$ cat src/rtl/control_sequencer.sv
// Hard-wired SRC control unit: steps each instruction through fetch (T0-T2) and
// execute (T3-T7) micro-steps, with memory ready-handshake stalls.
module control_sequencer (
  input  logic        clk,
  input  logic        reset,
  input  logic [31:0] IR_data,
  input  logic        CON_out,
  input  logic        mem_ready,
  output logic        PCout,
  output logic        PCin,
  output logic        IncPC,
  output logic        MARin,
  output logic        MDRin,
  output logic        MDRout,
  output logic        IRin,
  output logic        Yin,
  output logic        Zin,
  output logic        Zlowout,
  output logic        CONin,
  output logic        Read,
  output logic        Write,
  output logic        Gra,
  output logic        Grb,
  output logic        Grc,
  output logic        Rin,
  output logic        Rout,
  output logic        BAout,
  output logic        Cout,
  output logic [4:0]  alu_op,
  output logic        Run
);

  localparam logic [3:0] RST  = 4'd0;
  localparam logic [3:0] T0   = 4'd1;
  localparam logic [3:0] T1   = 4'd2;
  localparam logic [3:0] T2   = 4'd3;
  localparam logic [3:0] T3   = 4'd4;
  localparam logic [3:0] T4   = 4'd5;
  localparam logic [3:0] T5   = 4'd6;
  localparam logic [3:0] T6   = 4'd7;
  localparam logic [3:0] T7   = 4'd8;
  localparam logic [3:0] HALT = 4'd9;

  localparam logic [3:0] C_LD   = 4'd0;
  localparam logic [3:0] C_LDI  = 4'd1;
  localparam logic [3:0] C_ST   = 4'd2;
  localparam logic [3:0] C_ALU  = 4'd3;
  localparam logic [3:0] C_IMM  = 4'd4;
  localparam logic [3:0] C_BR   = 4'd5;
  localparam logic [3:0] C_JR   = 4'd6;
  localparam logic [3:0] C_NOP  = 4'd7;
  localparam logic [3:0] C_HALT = 4'd8;

  logic [3:0] state_r;
  logic [3:0] next_s;
  logic [4:0] opcode_r;
  logic [3:0] cls_s;

  function automatic logic [3:0] op_class(input logic [4:0] op);
    case (op)
      5'b00000: op_class = C_LD;
      5'b00001: op_class = C_LDI;
      5'b00010: op_class = C_ST;
      5'b00011, 5'b00100, 5'b00101, 5'b00110,
      5'b00111, 5'b01000, 5'b01001, 5'b01010: op_class = C_ALU;
      5'b01011, 5'b01100, 5'b01101: op_class = C_IMM;
      5'b10010: op_class = C_BR;
      5'b10011: op_class = C_JR;
      5'b11010: op_class = C_HALT;
      default:  op_class = C_NOP;
    endcase
  endfunction

  assign cls_s = op_class(opcode_r);

  // State register and opcode latch (opcode captured on the T2->T3 edge)
  always_ff @(posedge clk or posedge reset) begin
    if (reset) begin
      state_r  <= RST;
      opcode_r <= 5'd0;
    end else begin
      state_r <= next_s;
      if (state_r == T2) opcode_r <= IR_data[31:27];
    end
  end

  // Next-state sequencing, including memory wait holds
  always_comb begin
    next_s = state_r;
    case (state_r)
      RST: next_s = T0;
      T0:  next_s = T1;
      T1:  next_s = mem_ready ? T2 : T1;
      T2:  next_s = T3;
      T3: begin
        case (cls_s)
          C_JR, C_NOP: next_s = T0;
          C_HALT:      next_s = HALT;
          default:     next_s = T4;
        endcase
      end
      T4: next_s = T5;
      T5: next_s = (cls_s == C_LD || cls_s == C_ST || cls_s == C_BR) ? T6 : T0;
      T6: begin
        case (cls_s)
          C_LD:    next_s = mem_ready ? T7 : T6;
          C_ST:    next_s = T7;
          default: next_s = T0;
        endcase
      end
      T7: next_s = (cls_s == C_ST && !mem_ready) ? T7 : T0;
      HALT: next_s = HALT;
      default: next_s = RST;
    endcase
  end

  // Moore strobe decode from state and latched opcode; PCin in T1/T6 is gated by handshake/condition
  always_comb begin
    PCout = 1'b0; PCin = 1'b0; IncPC = 1'b0; MARin = 1'b0; MDRin = 1'b0;
    MDRout = 1'b0; IRin = 1'b0; Yin = 1'b0; Zin = 1'b0; Zlowout = 1'b0;
    CONin = 1'b0; Read = 1'b0; Write = 1'b0; Gra = 1'b0; Grb = 1'b0;
    Grc = 1'b0; Rin = 1'b0; Rout = 1'b0; BAout = 1'b0; Cout = 1'b0;
    alu_op = 5'd0;
    Run = (state_r != RST) && (state_r != HALT);
    case (state_r)
      T0: begin PCout = 1'b1; MARin = 1'b1; IncPC = 1'b1; Zin = 1'b1; end
      T1: begin Zlowout = 1'b1; Read = 1'b1; MDRin = 1'b1; PCin = mem_ready; end
      T2: begin MDRout = 1'b1; IRin = 1'b1; end
      T3: begin
        case (cls_s)
          C_ALU, C_IMM:      begin Grb = 1'b1; Rout = 1'b1; Yin = 1'b1; end
          C_LD, C_LDI, C_ST: begin Grb = 1'b1; BAout = 1'b1; Yin = 1'b1; end
          C_BR:              begin Gra = 1'b1; Rout = 1'b1; CONin = 1'b1; end
          C_JR:              begin Gra = 1'b1; Rout = 1'b1; PCin = 1'b1; end
          default: ;
        endcase
      end
      T4: begin
        case (cls_s)
          C_ALU:             begin Grc = 1'b1; Rout = 1'b1; Zin = 1'b1; alu_op = opcode_r; end
          C_IMM:             begin Cout = 1'b1; Zin = 1'b1; alu_op = opcode_r; end
          C_LD, C_LDI, C_ST: begin Cout = 1'b1; Zin = 1'b1; alu_op = 5'b00011; end
          C_BR:              begin PCout = 1'b1; Yin = 1'b1; end
          default: ;
        endcase
      end
      T5: begin
        case (cls_s)
          C_ALU, C_IMM, C_LDI: begin Zlowout = 1'b1; Gra = 1'b1; Rin = 1'b1; end
          C_LD, C_ST:          begin Zlowout = 1'b1; MARin = 1'b1; end
          C_BR:                begin Cout = 1'b1; Zin = 1'b1; alu_op = 5'b00011; end
          default: ;
        endcase
      end
      T6: begin
        case (cls_s)
          C_LD:    begin Read = 1'b1; MDRin = 1'b1; end
          C_ST:    begin Gra = 1'b1; Rout = 1'b1; MDRin = 1'b1; end
          C_BR:    begin Zlowout = 1'b1; PCin = CON_out; end
          default: ;
        endcase
      end
      T7: begin
        case (cls_s)
          C_LD:    begin MDRout = 1'b1; Gra = 1'b1; Rin = 1'b1; end
          C_ST:    Write = 1'b1;
          default: ;
        endcase
      end
      default: ;
    endcase
  end

endmodule

$ cat config.mk
export PLATFORM = sky130hd
export DESIGN_NAME = control_sequencer
export DESIGN_NICKNAME = d
export VERILOG_FILES = /design/src/rtl/control_sequencer.sv
export SDC_FILE = /design/constraint.sdc
export NUM_CORES = 1
export LEC_CHECK = 0
export ABC_AREA = 1
export ABC_CLOCK_PERIOD_IN_PS = 1500
export CORE_ASPECT_RATIO = 0.75
export CORE_MARGIN = 3
export CORE_UTILIZATION = 37
export CTS_BUF_LIST = sky130_fd_sc_hd__clkbuf_4 sky130_fd_sc_hd__clkbuf_8 sky130_fd_sc_hd__clkbuf_16
export DETAILED_ROUTE_END_ITERATION = 7
export GPL_ROUTABILITY_DRIVEN = 0
export HOLD_SLACK_MARGIN = 0.02
export PLACE_DENSITY = 0.89
export SYNTH_ARGS = -nofsm -noshare
export SYNTH_HDL_FRONTEND = slang
export SYNTH_SLANG_ARGS = --single-unit
$ cat constraint.sdc
create_clock -name clk -period 1.5 [get_ports clk]
set_input_delay 0.15 -clock clk [delete_from_list [all_inputs] [get_ports clk]]
set_output_delay 0.15 -clock clk [all_outputs]
set_load 0.01 [all_outputs]
Word-level counts from Yosys, hierarchy flattened --
Memory sizes are Yosys's and may differ from the RTL's. Cells that the tools add are included.
Storage, ports and cells: output and inout port bits 26, ROM bits 128, register bits 9, memories 1, input bits 36, logic and storage cells 81
Memories:
- (name not given) | words 32, bits a word 4, rd ports 1, clocked after memory_dff 0, write ports 0, line 60 | case (op)
Operators by class: reductions and logical operators 17, mux-type cells 43, eq/ne operators 18
Operator list (number):
- 4-bit case mux with 10 select lines | 1
- 4-bit by 3-bit == test with 1-bit output (second input constant) | 8
- 1-bit two-way mux | 21
- 5-bit case mux with 2 select lines | 2
- 4-bit by 2-bit == test with 1-bit output (second input constant) | 4
- 1-bit case mux with 2 select lines | 8
- 4-bit case mux with 2 select lines | 2
- 4-bit == test (second input constant) | 3
- 1-bit case mux with 3 select lines | 4
- 4-bit by 1-bit == test with 1-bit output (second input constant) | 2
- 4-bit logical NOT | 2
- 4-bit two-way mux | 2
- 2-bit OR reduction | 4
- 4-bit OR reduction | 2
- 3-bit OR reduction | 2
- 5-bit OR reduction | 1
- 4-bit inequality test (second input constant) | 1
- 1-bit case mux with 4 select lines | 1
- 4-bit nonzero test | 1
- 3-bit two-way mux | 1
- 1-bit logical AND | 2
- 1-bit logical OR | 2
- 2-bit two-way mux | 1
- 1-bit logical NOT | 1

Logic depth before layout (Yosys ltp) --
An unclocked memory read counts as a cell.
depth in word-level cells 6, depth in mapped cells 13, mapped depth without buffers 13

Least setup slack after synthesis --
OpenSTA, ideal clock, no wires.
path kind reg2out, start point register opcode_r[1], end point output port alu_op[2], data required time 1.350 ns, path slack -0.007 ns, data arrival time 1.357 ns, buffers on the path 0, cell stages (with the launch flop) 12, cell sequence dfrtp_1 -> nand2_1 -> nand2_2 -> nand2_1 -> nand2_2 -> nand2_2 -> nand2_4 -> inv_4 -> nand2_2 -> nand2_2 -> inv_2 -> nor3_1
On the way: longest elaborated chain between the ends 5, elaborated cells on any way between the ends 10, those cells by class 4 x eq/ne; 2 x mux; 3 x reduce/logical; 1 x memory
Ends and longest elaborated chain:
- start: declaration | line 56 | logic [4:0] opcode_r;
- start signal: assignment | line 83 | if (state_r == T2) opcode_r <= IR_data[31:27];
- memory read 32 x 4 bit (*)
- 4-bit by 2-bit == test with 1-bit output, or another cell as far along | line 139 | case (cls_s)
- 3-bit OR reduction / 2-bit OR reduction (equally long branches)
- 5-bit case mux with 2 select lines (*) | line 139
- 5-bit case mux with 2 select lines (*) | line 125 | case (state_r)
- end: declaration | line 29 | output logic [4:0] alu_op,
Every way passes the cells marked *; elsewhere a longest branch is shown, timed or not.

Final worst setup path --
start point register opcode_r[0], end point output port BAout
On the way: longest elaborated chain between the ends 5, elaborated cells on any way between the ends 7, those cells by class 2 x eq/ne; 2 x mux; 2 x reduce/logical; 1 x memory
Ends and longest elaborated chain:
- memory read 32 x 4 bit (*)
- 4-bit by 2-bit == test with 1-bit output, or another cell as far along | line 130 | case (cls_s)
- 3-bit OR reduction (*)
- 1-bit two-way mux (*) | line 130
- 1-bit two-way mux (*) | line 125
- end: declaration | line 27 | output logic BAout,
Marks and branches as above.

==> reports/metrics.yaml <==
status: "finished with violations"
violations: "negative setup slack"
yosys_warnings: 0
internal-power_w: 0.002225
p_switching_w: 0.002455
grt_setup_unrepaired: "true"
vias: 1533
rr_worst_depth: 11
dieHeight_microns: 50.85
wl_per_cell_microns: 16.01
synth_area_sq_um: 992.2
hold_viol: 0
clock_skew_ns: 0.003400
dr.pass1.iters: 4
combPwrFrac_pct: 84.2
cp.depth: 11
detail-route-antenna-nets: 0
ctsHoldBuffers: 0
drc: 0
p_sw_share_pct: 52.46
worstPathArrival_ns: 1.96
cts_made_buffers: 3
holdWs_ns: 0.1505
grt_pass1_wl_microns: 6762
cts.sinks: 9
reg2reg_to: "state_r[0]$_DFF_PP0_"
htree_levels: 1
sequentialPowerShare_pct: 11.5
ys_types: 29
stdcell_count: 292
fmax_ghz: 0.4730
worstPathMaxFanout: 6
finalSetupViolCount: 26
startpoint_type: "register"
grt_max_degree: 12
fin_tns_setup_ns: -12.29
cpMostUsedCell: "nand2_2"
clkPwrFrac_pct: 4.4
num_rows: 15
antennaDiodeCount: 0
top_level_ports: 62
r2r-start: "opcode_r[0]$_DFFE_PP0P_"
track_usage_pct: 26.41
cts_root_buf: "clkbuf_4"
synth_nets: 201
r2r_setup_slack_ns: -0.29
worstSetupPathType: "register to primary output"
layout_setup_ws_ns: -0.6142
cap_violations: 0
drive_gt1_share_pct: 56.98
synth_cells: 165
cts_buffer_depth: 2
clkTransAtPathRegs_ns: 0.06
cp.buffers_inverters: 3
dp.cells: 273
design.core.area_sq_mm: 0.002421
drt-total-wl_microns: 4674
synth_seq_area_share_pct: 22.70
final_cell_mix: "51 x buf_4, 33 x nand2_1, 24 x buf_2"
syn_avg_cell_area_sq_um: 6.013
crit_path_end_kind: "primary output"
cp_cell_sequence: "nand2_2, nand2_2, nand2_2, nand2_4, nand3_2, nand2_4, buf_6, o21ai_4, buf_4, nor2_1, buf_2"
drt_iter0_markers: 123
hpwl_microns: 2949
nets: 295
post-route-min-period_ns: 2.114
grt_overflow: 0
fin_crit_sh_pct: 140.9
clk_latency_ns: 0.26
critPathMaxStageDelay_ns: 0.46
vdd.ir_drop.worst_uv: 1672
antenna_found_initial: 0
final_common_cell: "buf_4"
synth_seq_cells: 9
die_area_sq_mm: 0.003345
portBuffers: 33
finalMaxSlewViolations: 0
worstPathRequired_ns: 1.35
initial_core_util_pct: 40.98
cts_tree: "built"
leakage_nw: 1.017
power.density_mw_per_mm2: 2440
viasPerCell: 5.250
area_delta_synth_final_pct: 93.32
hold_class: "input port to asynchronous set/reset pin"
critical_path.top_delay_family: "simple AND/OR/NAND/NOR gates"
first_global_vias: 1436
num-fill-cells: 157
cp_slowest_cell: "dfrtp_2"
die_w_microns: 65.80
-- flip-flops by register name, summed over array words and instances (netlist names) --
register,flops
state_r,4
opcode_r,5
-- cells by family after synthesis --
group / after synthesis / share of synthesized area, %
simple gates: 98 / 49.43
buf+inv: 33 / 13.12
compound gates: 24 / 14.38
flops: 9 / 22.70
other cells: 1 / 0.3779
-- stage by stage --
step / total power (W) / util (%) / instance area [sq um] / setup slack (ns)
after floorplan: 0.001924 / - / 992.2 / -0.006963
after global routing: 0.004940 / 79.22 / 1918 / -0.6968
after global placement: 0.003238 / 69.25 / 1677 / -0.5615
after CTS: 0.004019 / 73.70 / 1784 / -0.4764
after detailed placement: 0.003353 / 69.25 / 1677 / -0.6440
final: 0.004681 / 79.22 / 1918 / -0.6142
-- cell type report --
type / instances / area [sq um] / share of cell area [%]
multi-input combinational: 123 / 814.5 / 42.47
sequential: 9 / 229.0 / 11.94
timing repair buffer: 91 / 673.1 / 35.09
tap: 34 / 42.54 / 2.218
inverter: 31 / 128.9 / 6.719
clock buffer: 4 / 30.03 / 1.566
-- cells in the mapped netlist --
library cell | count | share of area [%]
clkbuf_1 | 1 | 0.38
o2111ai_1 | 2 | 1.8
a21boi_2 | 1 | 1.1
o211ai_1 | 2 | 1.5
a21oi_1 | 2 | 1.0
nand3_4 | 1 | 1.8
o21ai_2 | 1 | 0.88
nand3_2 | 2 | 2.0
nand4_1 | 3 | 1.9
nor4_1 | 1 | 0.63
nor3_2 | 1 | 1.0
buf_4 | 1 | 0.76
nor3_1 | 3 | 1.5
nor2_4 | 2 | 2.3
nor2_1 | 22 | 8.3
nand2_1 | 38 | 14
or2_2 | 1 | 0.63
o21ai_1 | 4 | 2.0
inv_2 | 5 | 1.9
inv_1 | 25 | 9.5
nor2_2 | 1 | 0.63
inv_4 | 1 | 0.63
o21ai_0 | 12 | 6.1
dfrtp_1 | 9 | 23
nand2_2 | 10 | 6.3
conb_1 | 1 | 0.38
nand3b_1 | 1 | 0.76
nand2_4 | 2 | 2.3
nand3_1 | 10 | 5.0
-- power groups by stage --
stage	Combinational, W	Sequential (W)	Clock [W]
CTS	0.00333	0.000484	0.000206
global route	0.00417	0.000549	0.000220
floorplan	0.00147	0.000455	0
finish	0.00394	0.000537	0.000204
global placement	0.00278	0.000460	0
detailed placement	0.00288	0.000469	0
-- layer usage --
layer	track usage [%]	vias to the layer above	part of all wire, %
met4	10.00	0	4.5
li1	-	708	-
met2	48.42	100	50
met3	3.956	18	9.0
met5	0	-	0
met1	30.77	707	36
-- worst register-to-register path, cell delays in order (launching register included) --
cell and delay (ns):
dfrtp_2 0.46, nand2_2 0.10, nand2_2 0.10, nand2_2 0.07
nand2_4 0.09, nand3_2 0.11, nand2_4 0.15, buf_4 0.13
nand2_1 0.08, buf_4 0.15, o21ai_2 0.11, nand3_1 0.10
-- how the worst max path moves through the flow --
| stage | slack, ns | startpoint | end |
|---|---|---|---|
| 3_5_place_dp | -0.64 | opcode_r[1]$_DFFE_PP0P_ | Gra |
| 3_3_place_gp | -0.56 | opcode_r[0]$_DFFE_PP0P_ | alu_op[1] |
| 2_1_floorplan | -0.007 | opcode_r[1]$_DFFE_PP0P_ | alu_op[2] |
| 4_1_cts | -0.48 | opcode_r[0]$_DFFE_PP0P_ | alu_op[1] |
| 6_report | -0.61 | opcode_r[0]$_DFFE_PP0P_ | BAout |
| 5_1_grt | -0.70 | opcode_r[0]$_DFFE_PP0P_ | alu_op[0] |
-- repair_timing --
| item | CTS | global route |
|---|---|---|
| pin swaps | 16 | 14 |
| cloned | 0 | 0 |
| endpoints found under the hold margin | 0 | 0 |
| gates resized for setup | 142 | 26 |
| buffers inserted | 8 | 8 |
| setup endpoints to repair | 30 | 28 |
No activity file was read; power rests on OpenSTA's default activity.
